==> config.mk <==
export PLATFORM = sky130hd
export DESIGN_NAME = icache_dm_flat
export DESIGN_NICKNAME = d
export VERILOG_FILES = /design/src/rtl/icache_dm_if.sv /design/src/rtl/icache_dm.sv /design/src/flat_wrapper.sv
export SDC_FILE = /design/constraint.sdc
export NUM_CORES = 1
export LEC_CHECK = 0
export ABC_AREA = 1
export CORE_MARGIN = 4
export CORE_UTILIZATION = 35
export CTS_CLUSTER_SIZE = 30
export DETAILED_ROUTE_END_ITERATION = 7
export SETUP_SLACK_MARGIN = 0.5
export SLEW_MARGIN = 20
export SYNTH_ARGS = -nofsm -noshare
export SYNTH_HDL_FRONTEND = slang
export SYNTH_SLANG_ARGS = --single-unit
==> constraint.sdc <==
create_clock -name CLK -period 7.6 [get_ports CLK]
set_clock_uncertainty 0.05 [all_clocks]
set_input_delay 1.14 -clock CLK [delete_from_list [all_inputs] [get_ports CLK]]
set_output_delay 1.14 -clock CLK [all_outputs]
set_load 0.05 [all_outputs]
==> src/rtl/icache_dm_if.sv <==
// rtl/icache_dm_if.sv - fetch-side and memory-side handshake signals of icache_dm
interface icache_dm_if;
  logic        dp_imemREN;
  logic [31:0] dp_imemaddr;
  logic        dp_ihit;
  logic [31:0] dp_imemload;
  logic        mem_iREN;
  logic [31:0] mem_iaddr;
  logic        mem_iwait;
  logic [31:0] mem_iload;

  // slave: the cache itself; master: the fetch stage plus memory controller around it
  modport slave (
    input  dp_imemREN, dp_imemaddr, mem_iwait, mem_iload,
    output dp_ihit, dp_imemload, mem_iREN, mem_iaddr
  );

  modport master (
    output dp_imemREN, dp_imemaddr, mem_iwait, mem_iload,
    input  dp_ihit, dp_imemload, mem_iREN, mem_iaddr
  );
endinterface

==> src/rtl/icache_dm.sv <==
// rtl/icache_dm.sv - direct-mapped, one-word-per-block instruction cache
// Optional ICACHE_STATS_EN adds saturating hit_count/miss_count outputs.
module icache_dm #(
  parameter int NSETS = 16
) (
  input  logic        CLK,
  input  logic        nRST,
  input  logic        icache_inv,
`ifdef ICACHE_STATS_EN
  output logic [31:0] hit_count,
  output logic [31:0] miss_count,
`endif
  icache_dm_if.slave  cif
);
  localparam int IDXW = $clog2(NSETS);
  localparam int TAGW = 30 - IDXW;

  typedef enum logic {IDLE, FILL} state_t;
  state_t state, next_state;

  logic [NSETS-1:0] valid;
  logic [TAGW-1:0]  tags [NSETS];
  logic [31:0]      data [NSETS];
  logic [29:0]      miss_addr;

  logic [IDXW-1:0]  idx, fill_idx;
  logic [TAGW-1:0]  tag, fill_tag;
  logic             hit, miss_start, fill_done;
  logic [1:0]       unused_byte_off;

  assign idx             = cif.dp_imemaddr[IDXW+1:2];
  assign tag             = cif.dp_imemaddr[31:IDXW+2];
  assign unused_byte_off = cif.dp_imemaddr[1:0];
  assign fill_idx        = miss_addr[IDXW-1:0];
  assign fill_tag        = miss_addr[29:IDXW];

  assign hit = cif.dp_imemREN & valid[idx] & (tags[idx] == tag)
             & (state == IDLE) & ~icache_inv;
  // invalidate outranks starting a miss
  assign miss_start = (state == IDLE) & cif.dp_imemREN & ~hit & ~icache_inv;
  assign fill_done  = (state == FILL) & ~cif.mem_iwait;

  assign cif.dp_ihit     = hit;
  assign cif.dp_imemload = hit ? data[idx] : '0;

  always_ff @(posedge CLK, negedge nRST) begin
    if (!nRST) state <= IDLE;
    else       state <= next_state;
  end

  always_comb begin
    next_state    = state;
    cif.mem_iREN  = 1'b0;
    cif.mem_iaddr = '0;
    case (state)
      IDLE: if (miss_start) next_state = FILL;
      FILL: begin
        cif.mem_iREN  = 1'b1;
        cif.mem_iaddr = {miss_addr, 2'b00};
        if (!cif.mem_iwait) next_state = IDLE;
      end
      default: next_state = IDLE;
    endcase
  end

  always_ff @(posedge CLK, negedge nRST) begin
    if (!nRST) begin
      valid     <= '0;
      miss_addr <= '0;
      for (int i = 0; i < NSETS; i++) begin
        tags[i] <= '0;
        data[i] <= '0;
      end
    end else begin
      if (miss_start) miss_addr <= cif.dp_imemaddr[31:2];
      if (fill_done) begin
        tags[fill_idx]  <= fill_tag;
        data[fill_idx]  <= cif.mem_iload;
        valid[fill_idx] <= 1'b1;
      end
      // placed last so an invalidate on the fill-completion cycle leaves the new line invalid
      if (icache_inv) valid <= '0;
    end
  end

`ifdef ICACHE_STATS_EN
  always_ff @(posedge CLK, negedge nRST) begin
    if (!nRST) begin
      hit_count  <= '0;
      miss_count <= '0;
    end else begin
      if (hit && hit_count != '1)         hit_count  <= hit_count + 32'd1;
      if (miss_start && miss_count != '1) miss_count <= miss_count + 32'd1;
    end
  end
`endif
endmodule
==> src/flat_wrapper.sv <==
// flat-port wrapper written by rule: the top's interface ports become plain ports
module icache_dm_flat 
#(
  parameter int NSETS = 16
)
  (CLK, nRST, icache_inv, cif_dp_imemREN, cif_dp_imemaddr, cif_mem_iwait, cif_mem_iload, cif_dp_ihit, cif_dp_imemload, cif_mem_iREN, cif_mem_iaddr);
  icache_dm_if cif_i ();
  input  logic CLK;
  input  logic nRST;
  input  logic icache_inv;
  input wire logic [$bits(cif_i.dp_imemREN)-1:0] cif_dp_imemREN;
  input wire logic [$bits(cif_i.dp_imemaddr)-1:0] cif_dp_imemaddr;
  input wire logic [$bits(cif_i.mem_iwait)-1:0] cif_mem_iwait;
  input wire logic [$bits(cif_i.mem_iload)-1:0] cif_mem_iload;
  output wire logic [$bits(cif_i.dp_ihit)-1:0] cif_dp_ihit;
  output wire logic [$bits(cif_i.dp_imemload)-1:0] cif_dp_imemload;
  output wire logic [$bits(cif_i.mem_iREN)-1:0] cif_mem_iREN;
  output wire logic [$bits(cif_i.mem_iaddr)-1:0] cif_mem_iaddr;
  assign cif_i.dp_imemREN = cif_dp_imemREN;
  assign cif_i.dp_imemaddr = cif_dp_imemaddr;
  assign cif_i.mem_iwait = cif_mem_iwait;
  assign cif_i.mem_iload = cif_mem_iload;
  assign cif_dp_ihit = cif_i.dp_ihit;
  assign cif_dp_imemload = cif_i.dp_imemload;
  assign cif_mem_iREN = cif_i.mem_iREN;
  assign cif_mem_iaddr = cif_i.mem_iaddr;
  icache_dm #(.NSETS(NSETS)) u_core (.CLK(CLK), .nRST(nRST), .icache_inv(icache_inv), .cif(cif_i));
endmodule
## Word-level counts from Yosys, hierarchy flattened

Cells that the tools add are included.

| word-level totals | value |
|---|---|
| input bits | 69 |
| flip-flop bits (word level) | 975 |

| cells by class | value |
|---|---|
| bitwise logic cells | 15 |
| eq/ne operators | 1 |
| order comparisons | 6 |
| muxes and demuxes | 24 |
| reductions and logical operators | 3 |

Operators with widths:

| cell | count |
|---|---|
| 512-bit bitwise mux | 1 |
| 416-bit bitwise mux | 1 |
| 32-bit 2-to-1 mux | 5 |
| 32-bit binary-select mux with 4-bit select | 1 |
| 32-bit demux with 4-bit select | 1 |
| 26-bit binary-select mux with 4-bit select | 1 |
| 26-bit demux with 4-bit select | 1 |
| 26-bit 2-to-1 mux | 3 |
| 16-bit 2-to-1 mux | 2 |
| 26-bit equality test | 1 |
| 16-bit bitwise OR | 1 |
| 5-bit >= comparator (second input constant) | 2 |
| 4-bit by 5-bit less-than comparator with 1-bit output (second input constant) | 2 |
| 4-bit NOT with 5-bit output | 2 |
| 1-bit AND | 8 |
| 5-bit by 1-bit less-than comparator with 1-bit output (second input constant) | 1 |
| 1-bit 2-to-1 mux | 5 |
| 1-bit binary-select mux with 4-bit select | 1 |
| 1-bit demux with 4-bit select | 1 |
| 4-bit by 1-bit >= comparator with 1-bit output (second input constant) | 1 |
| 1-bit NOT | 4 |
| 1-bit logical AND | 2 |
| 1-bit case mux with 2 select lines | 1 |
| 2-bit nonzero test | 1 |

## Longest topological paths before layout

Gate-level depths: netlist (run 1).

| logic depth | value |
|---|---|
| word-level depth | 13 |
| depth in mapped cells | 22 |
| mapped depth without buffers | 18 |

## Least setup slack after synthesis (run 1)

No wires, ideal clock.

| path | value |
|---|---|
| kind | input-to-output |
| from | input cif_dp_imemaddr[2] |
| to | output cif_dp_imemload[0] |
| arrival time | 3.738 ns |
| stages | 11 |
| setup slack | 2.672 ns |
| path through | buf_4 inv_2 buf_6 buf_6 buf_2 buf_2 buf_1 nand2_1 a221oi_1 o31ai_1 nor3_1 |

| on the way | value |
|---|---|
| longest elaborated chain between the ends | 9 |
| elaborated cells on any way between the ends | 15 |

Ends and longest elaborated chain:

| item | line | text |
|---|---|---|
| start, declared | flat_wrapper.sv:12 | `input wire logic [$bits(cif_i.dp_imemaddr)-1:0] cif_dp_imemaddr;` |
| 4-bit NOT with 5-bit output (implied by the code) | icache_dm.sv:37, icache_dm.sv:44 |  |
| 26-bit binary-select mux with 4-bit select | icache_dm.sv:37 | `assign hit = cif.dp_imemREN & valid[idx] & (tags[idx] == tag)` |
| 26-bit 2-to-1 mux (implied by the code) (2 in a row) | icache_dm.sv:37 |  |
| 26-bit equality test | icache_dm.sv:37 |  |
| 1-bit AND | icache_dm.sv:37 |  |
| 1-bit AND (2 in a row) | icache_dm.sv:38 | `& (state == IDLE) & ~icache_inv;` |
| 32-bit 2-to-1 mux * | icache_dm.sv:44 | `assign cif.dp_imemload = hit ? data[idx] : '0;` |
| end, declared | flat_wrapper.sv:16 | `output wire logic [$bits(cif_i.dp_imemload)-1:0] cif_dp_imemload;` |

Mark *: on every way between the ends. The rest lies on a longest branch, timed or not. The select of a mux whose other input is x is not followed.

## Worst setup path in the final report (run 1)

| path | value |
|---|---|
| from | input cif_dp_imemaddr[2] |
| to | output cif_dp_imemload[31] |

Same word-level chain as after synthesis.

==> summary.txt, run 1 <==
Status
  • Status: completed

Clock network
  • Post-CTS Hold Buffers: 0
  • Worst skew pair latency: 0.71 ns
  • Root Driver: clkbuf_16
  • H-tree levels: 3
  • CTS tree: yes
  • Post CTS Setup Buffer Count: 0
  • Post-cts sizing count: 0
  • Worst-path clk slew: 0.05 ns
  • TritonCTS buffer count: 106
  • CTS max path bufs: 3
  • CTS Sinks: a little under 1000

Finish
  • Most common cell after layout, fill and taps aside: nand2_1
  • Commonest cells after routing, fill and taps aside: nand2_1 (1820), o21ai_0 (978), dfrtp_1 (974)
  • FILL cells: approximately 13000
  • Layout Nets: 5404
  • Layout cell share with drive strength beyond 1: 6.02%
  • Core Util, Final: about 40%
  • Layout area overhead: 13.4%
  • Finished Cell Area: 50800 um^2
  • Multi-input combinational cell area: 17600 um^2
  • Seq. cell area: 24400 um^2

Route
  • Met2 WL: roughly 63000 um
  • Routed length on met3: 9370 um
  • Uppermost routed layer: met5
  • Routed wire length: 138000 um
  • Drt wl/cell: 19.6 um
  • M1 WL: 62700 um
  • Vias/cell: 5.30
  • DR vias: 37461
  • Iter 0 DRT Violations: 4075
  • Post-route ant nets: 0
  • DRC: 0
  • Detailed Routing Iterations Pass 1: 6

STA
  • Worst slew margin: 25.1%
  • Final Cycle Share: between 80% and 90%
  • RSZ-0062 raised after global routing: no
  • Minimum clock period: 6.27 ns
  • Final worst slack: ~1.3 ns
  • Setup tns final: 0 ns
  • Hold Vio Cnt, Final: 0
  • Finish-stage setup viols: 0
  • Max Fclk: 159 MHz
  • Fin. max-slew vios: 0
  • Least-Margin Pin Slew: 1.12 ns

Setup path
  • FF-to-FF End: u_core.tags[125]
  • Reg-to-reg startpoint: u_core.state
  • Worst Path Arrival: 5.08 ns
  • R2r worst-path depth: 6
  • Startpoint type of the worst setup path: primary input
  • Setup slack, reg-to-reg: 4.08 ns
  • Critical Path Fanout Max: 86
  • Worst path required time: between 6 and 7 ns
  • Kind of critical path: primary input to primary output
  • CP endpoint kind: primary output

Synth
  • Count of state elements after synthesis: 975
  • Share of the yosys chip area belonging to registers: 54.5%
  • Post-Syn Area: 44800 um^2
  • Warnings, synthesis: 0
  • Synthesized area per cell: 8.13 um^2
  • Unique masters post-synth: 33
  • Post-synth EDFFs: 0
  • Cells after synthesis: around 5500
  • Post-synth ARST share: 100%
  • Ys flop type: dfrtp_1

Global routing
  • Pin count of the biggest net entering global routing: 177
  • First-pass GRT wire length: 214000 um
  • Total gr overflow: 0
  • Antenna violations before repair: 5
  • Global Route Usage Sum: 20.5%
  • Vias in the first global route: 35370

Floorplan
  • Die Ht: 366 um
  • Initial Util: 35.4%
  • Die area: 134000 um^2
  • IO Pins: 135
  • Die Wd: 366 um
  • Total core area: between 100000 and 150000 um^2
  • Row count: 130

Pwr
  • Overall power: ~16 mW
  • LEAKAGE: approximately 23 nW
  • Pwr per Cell Area: between 300 and 400 nW/um^2
  • Worst vdd ir: 0.204 mV

Placed design
  • RePlAce Congestion: 0.783
  • Hpwl dp: 71900 um
  • Port Buffers: 130
  • Dpl ws: 1.35 ns
  • DP Area: 47200 um^2

Hold path
  • Worst min-delay path class: primary input to async pin

Run
  • Max Cap Violations: 0
==> cells by family after synthesis <==
family	Yosys count	synth area share (%)
compound gates	1476	18.2
buf+inv	754	6.71
flops	975	54.5
other cells	1	0.00837
simple gates	2299	20.6
==> layout make-up <==
class	instances	share of cell area, %
sequential	975	48.1
multi-input combinational	3777	34.6
clock buffer	159	6.21
timing repair buffer	190	4.22
tap	1650	4.07
inverter	285	2.15
clock inverter	33	0.724
antenna	2	0.00986
==> worst max-delay path, stage by stage <==
cell and delay [ns]:
buf_8 0.42, inv_8 0.32, buf_12 0.29, nor2_1 0.14
nor2_1 0.04, o21ai_1 0.11, nand3_1 0.08, nand3_1 0.14
nand2_1 0.07, nand2_1 0.06, nand2_1 0.18, nor3b_2 0.31
nand3b_4 0.42, buf_4 0.42, nor3_1 0.40, buf_12 0.20
==> cells in the mapped netlist (2+ instances only) <==
cell | count | area share, %
o32ai_1 | 3 | 0.059
or2_2 | 3 | 0.042
nand3b_1 | 2 | 0.034
nor2_1 | 147 | 1.2
inv_1 | 278 | 2.3
clkinv_1 | 4 | 0.034
nand3_1 | 277 | 3.1
clkbuf_1 | 336 | 2.8
a221o_1 | 24 | 0.54
o21ai_1 | 24 | 0.27
o31ai_1 | 29 | 0.49
o21ai_0 | 978 | 11
a21oi_1 | 258 | 2.9
nor3b_1 | 2 | 0.034
nor3_2 | 29 | 0.65
a221oi_1 | 80 | 1.6
nand4_1 | 2 | 0.028
o211ai_1 | 55 | 0.92
buf_1 | 50 | 0.42
nand2_1 | 1829 | 15
nor3_1 | 4 | 0.045
buf_4 | 8 | 0.13
inv_2 | 3 | 0.025
dfrtp_1 | 975 | 54
a32o_1 | 24 | 0.54
buf_2 | 67 | 0.75
buf_6 | 8 | 0.20
==> state kept, by name (all words and copies together), names as in the netlist <==
| register | flops |
|---|---|
| u_core.data | 512 |
| u_core.miss_addr | 30 |
| u_core.state | 1 |
| u_core.tags | 416 |
| u_core.valid | 16 |
==> report_power, final <==
group / switching, mW / leakage [nW] / internal [mW]
clock network: 2.20 / 1.74 / 2.97
logic: 1.75 / 8.41 / 1.12
registers: 0.843 / 13.1 / 6.75
==> how the worst max path moves through the flow <==
stage	cells past startpoint	endpoint	slack (ns)	from
floorplan	11	cif_dp_imemload[0]	2.67	cif_dp_imemaddr[2]
global placement	16	cif_dp_imemload[31]	1.40	cif_dp_imemaddr[2]
detailed placement	16	cif_dp_imemload[31]	1.35	cif_dp_imemaddr[2]
CTS	16	cif_dp_imemload[31]	1.34	cif_dp_imemaddr[2]
global route	16	cif_dp_imemload[31]	1.10	cif_dp_imemaddr[2]
finish	16	cif_dp_imemload[31]	1.33	cif_dp_imemaddr[2]
==> per-layer routing <==
layer | global-route usage (%) | vias up
li1 | - | 17769
met1 | 29.1 | 18282
met2 | 32.7 | 1207
met3 | 3.16 | 201
met4 | 5.83 | 2
met5 | 0 | -
==> stage by stage <==
step,instances,hold slack [ns]
floorplan,5506,0.398
global placement,6877,0.410
detailed placement,6877,0.418
CTS,7069,0.433
global route,7069,0.448
finish,7071,0.409
Power figures use the tool's default switching activity.
==> inputs of run 2 (changes only) <==
==> constraint.sdc (replaced) <==
create_clock -name CLK -period 5.5 [get_ports CLK]
set_clock_uncertainty 0.05 [all_clocks]
set_input_delay 0.825 -clock CLK [delete_from_list [all_inputs] [get_ports CLK]]
set_output_delay 0.825 -clock CLK [all_outputs]
set_load 0.05 [all_outputs]
==> summary.txt, run 2 (synthesis results as in run 1) <==
Pwr
  • Worst vdd ir: 0.288 mV (+41%)
  • Pwr per Cell Area: 425 nW/um^2 (+38%)
  • LEAKAGE: 23.5 nW (+1.3%)

Finish
  • Most common cell after layout, fill and taps aside: nand2_1
  • Seq. cell area: 24400 um^2 (unchanged)
  • Top flop regs: u_core.data: 512 flops, u_core.tags: 416 flops, u_core.miss_addr: 30 flops
  • Finished Layout Cells: 7096 (+0.35%)
  • Commonest cells after routing, fill and taps aside: nand2_1 (1820), o21ai_0 (978), dfrtp_1 (974)
  • # diodes: 0 (-2)
  • Layout area overhead: 14.8%
  • Multi-input combinational cell area: 17600 um^2 (about the same)
  • FILL cells: 12663 (-1.3%)
  • Core Util, Final: 40.7% (+0.48 points)
  • Layout Nets: 5426 (+0.41%)
  • Largest register FFs: 512 (unchanged)
  • Biggest register: u_core.data
  • Layout cell share with drive strength beyond 1: 6.50% (+0.48 points)

Setup path
  • CP Depth: 16 (unchanged)
  • R2r worst-path depth: 6 (unchanged)
  • Worst Path Arrival: 3.94 ns (-1.14 ns)
  • FF-to-FF End: u_core.data[449]
  • Critical Path Slowest Stage Cell: buf_8
  • CP endpoint kind: primary output
  • CP Launch Point: cif_dp_imemaddr[2]
  • Startpoint type of the worst setup path: primary input
  • Worst path required time: 4.62 ns (-1.79 ns)
  • Setup slack, reg-to-reg: 2.45 ns (-1.63 ns)
  • Critical Path Fanout Max: 56 (-35%)
  • Crit-path leading delay family: simple AND/OR/NAND/NOR gates
  • Kind of critical path: primary input to primary output
  • Most frequent cell on the critical path: nand2_1
  • Slowest stage delay, CP: 0.39 ns (-0.03 ns)
  • Reg-to-reg startpoint: u_core.state
  • Worst Path Buf+Inv: 5 (unchanged)
  • Cells along the critical path: buf_8, inv_8, buf_12, nand2_1, nand2_1, nand2_1, nand3_1, nand3_1, a21o_1, nand2_1, nor2_1, nand2_1, nand3b_4, buf_12, nor3_1, buf_12

Route
  • Iter 0 DRT Violations: 3937 (-3.4%)
  • Detailed Routing Iterations Pass 1: 6 (unchanged)
  • Post-route ant nets: 0 (unchanged)
  • Routed wire length: 139000 um (+0.27%)
  • DRC: 0 (unchanged)
  • DR vias: 37420 (-0.11%)
  • Vias/cell: 5.27 (-0.46%)
  • Drt wl/cell: 19.6 um (about the same)

Placed design
  • Port Buffers: 130 (unchanged)
  • Hpwl dp: 72900 um (+1.3%)
  • Post-Place Cells: 6900 (+0.33%)
  • RePlAce Congestion: 0.808 (+3.1%)

Status
  • Status: completed

Floorplan
  • Row count: 130 (unchanged)
  • Initial Util: 35.4% (unchanged)
  • Die Ht: 366 um (unchanged)
  • Die area: 134000 um^2 (unchanged)
  • Die Wd: 366 um (unchanged)
  • IO Pins: 135 (unchanged)
  • Total core area: 126000 um^2 (unchanged)

STA
  • Hold slack: 0.0942 ns (-0.314 ns)
  • Final Cycle Share: 87.6%
  • Hold Vio Cnt, Final: 0 (unchanged)
  • Setup tns final: 0 ns (unchanged)
  • Finish-stage setup viols: 0 (unchanged)
  • Fin. max-slew vios: 0 (unchanged)
  • Least-Margin Pin Slew: 1.10 ns (-0.0275 ns)
  • RSZ-0062 raised after global routing: no
  • Max Fclk: around 210 MHz
  • Worst slew margin: 26.9% (+1.8 points)
  • Minimum clock period: 4.82 ns

Clock network
  • CTS tree: yes
  • Root Driver: clkbuf_16
  • Post-cts sizing count: 0 (unchanged)
  • Worst-path clk slew: 0.06 ns (about the same)
  • CTS Sinks: 975 (unchanged)
  • Worst skew pair latency: 0.72 ns (about the same)
  • TritonCTS buffer count: 105 (-0.94%)
  • Post CTS Setup Buffer Count: 0 (unchanged)
  • H-tree levels: 3 (unchanged)
  • Post-CTS Hold Buffers: 0 (unchanged)
  • CTS max path bufs: 3 (unchanged)

Global routing
  • Pin count of the biggest net entering global routing: 152 (-14%)
  • Total gr overflow: 0 (unchanged)
  • Vias in the first global route: 35357 (-0.037%)
  • Antenna violations before repair: 0 (-5)
  • First-pass GRT wire length: 216000 um (+0.78%)
  • Global Route Usage Sum: 20.6% (+0.11 points)

Hold path
  • Worst min-delay path class: primary input to async pin

Run
  • Max Cap Violations: 0 (unchanged)
[run 2: metal layers]
| layer | global-route usage (%) | share of wire (%) | wire, um |
|---|---|---|---|
| met5 | 0 | 0 | 0 |
| met4 | 4.53 | 1.8 | 2560 |
| met3 | 2.90 | 6.1 | 8510 |
| met2 | 33.0 | 46 | 63200 |
| met1 | 29.8 | 46 | 64600 |
[run 2: worst max path at each step]
stage | slack (ns) | end
after floorplan | 1.20 | cif_dp_imemload[0]
after global placement | 0.63 | cif_dp_imemload[31]
after detailed placement | 0.63 | cif_dp_imemload[31]
after CTS | 0.61 | cif_dp_imemload[31]
after global routing | 0.50 | cif_dp_imemload[0]
final | 0.68 | cif_dp_imemload[0]
[run 2: cell type report]
cell class,count,area share (%)
Sequential cell,975,47.5
Multi-Input combinational cell,3777,34.2
Clock buffer,161,6.19
Timing Repair Buffer,213,5.11
Tap cell,1650,4.02
Inverter,285,2.13
Clock inverter,35,0.906
[run 2: through the flow]
| stage | setup slack, ns | total power, mW | area, um^2 |
|---|---|---|---|
| 3_5_place_dp | 0.626 | 14.6 | 47700 |
| 3_3_place_gp | 0.629 | 14.4 | 47700 |
| 4_1_cts | 0.614 | 22.0 | 51400 |
| 6_report | 0.683 | 21.8 | 51400 |
| 2_1_floorplan | 1.20 | 13.3 | 44800 |
| 5_1_grt | 0.503 | 23.2 | 51400 |
[run 2: where the power goes]
part | internal, mW | switching (mW)
sequential | 9.32 | 1.15
combinational | 1.57 | 2.44
clock | 4.32 | 3.02
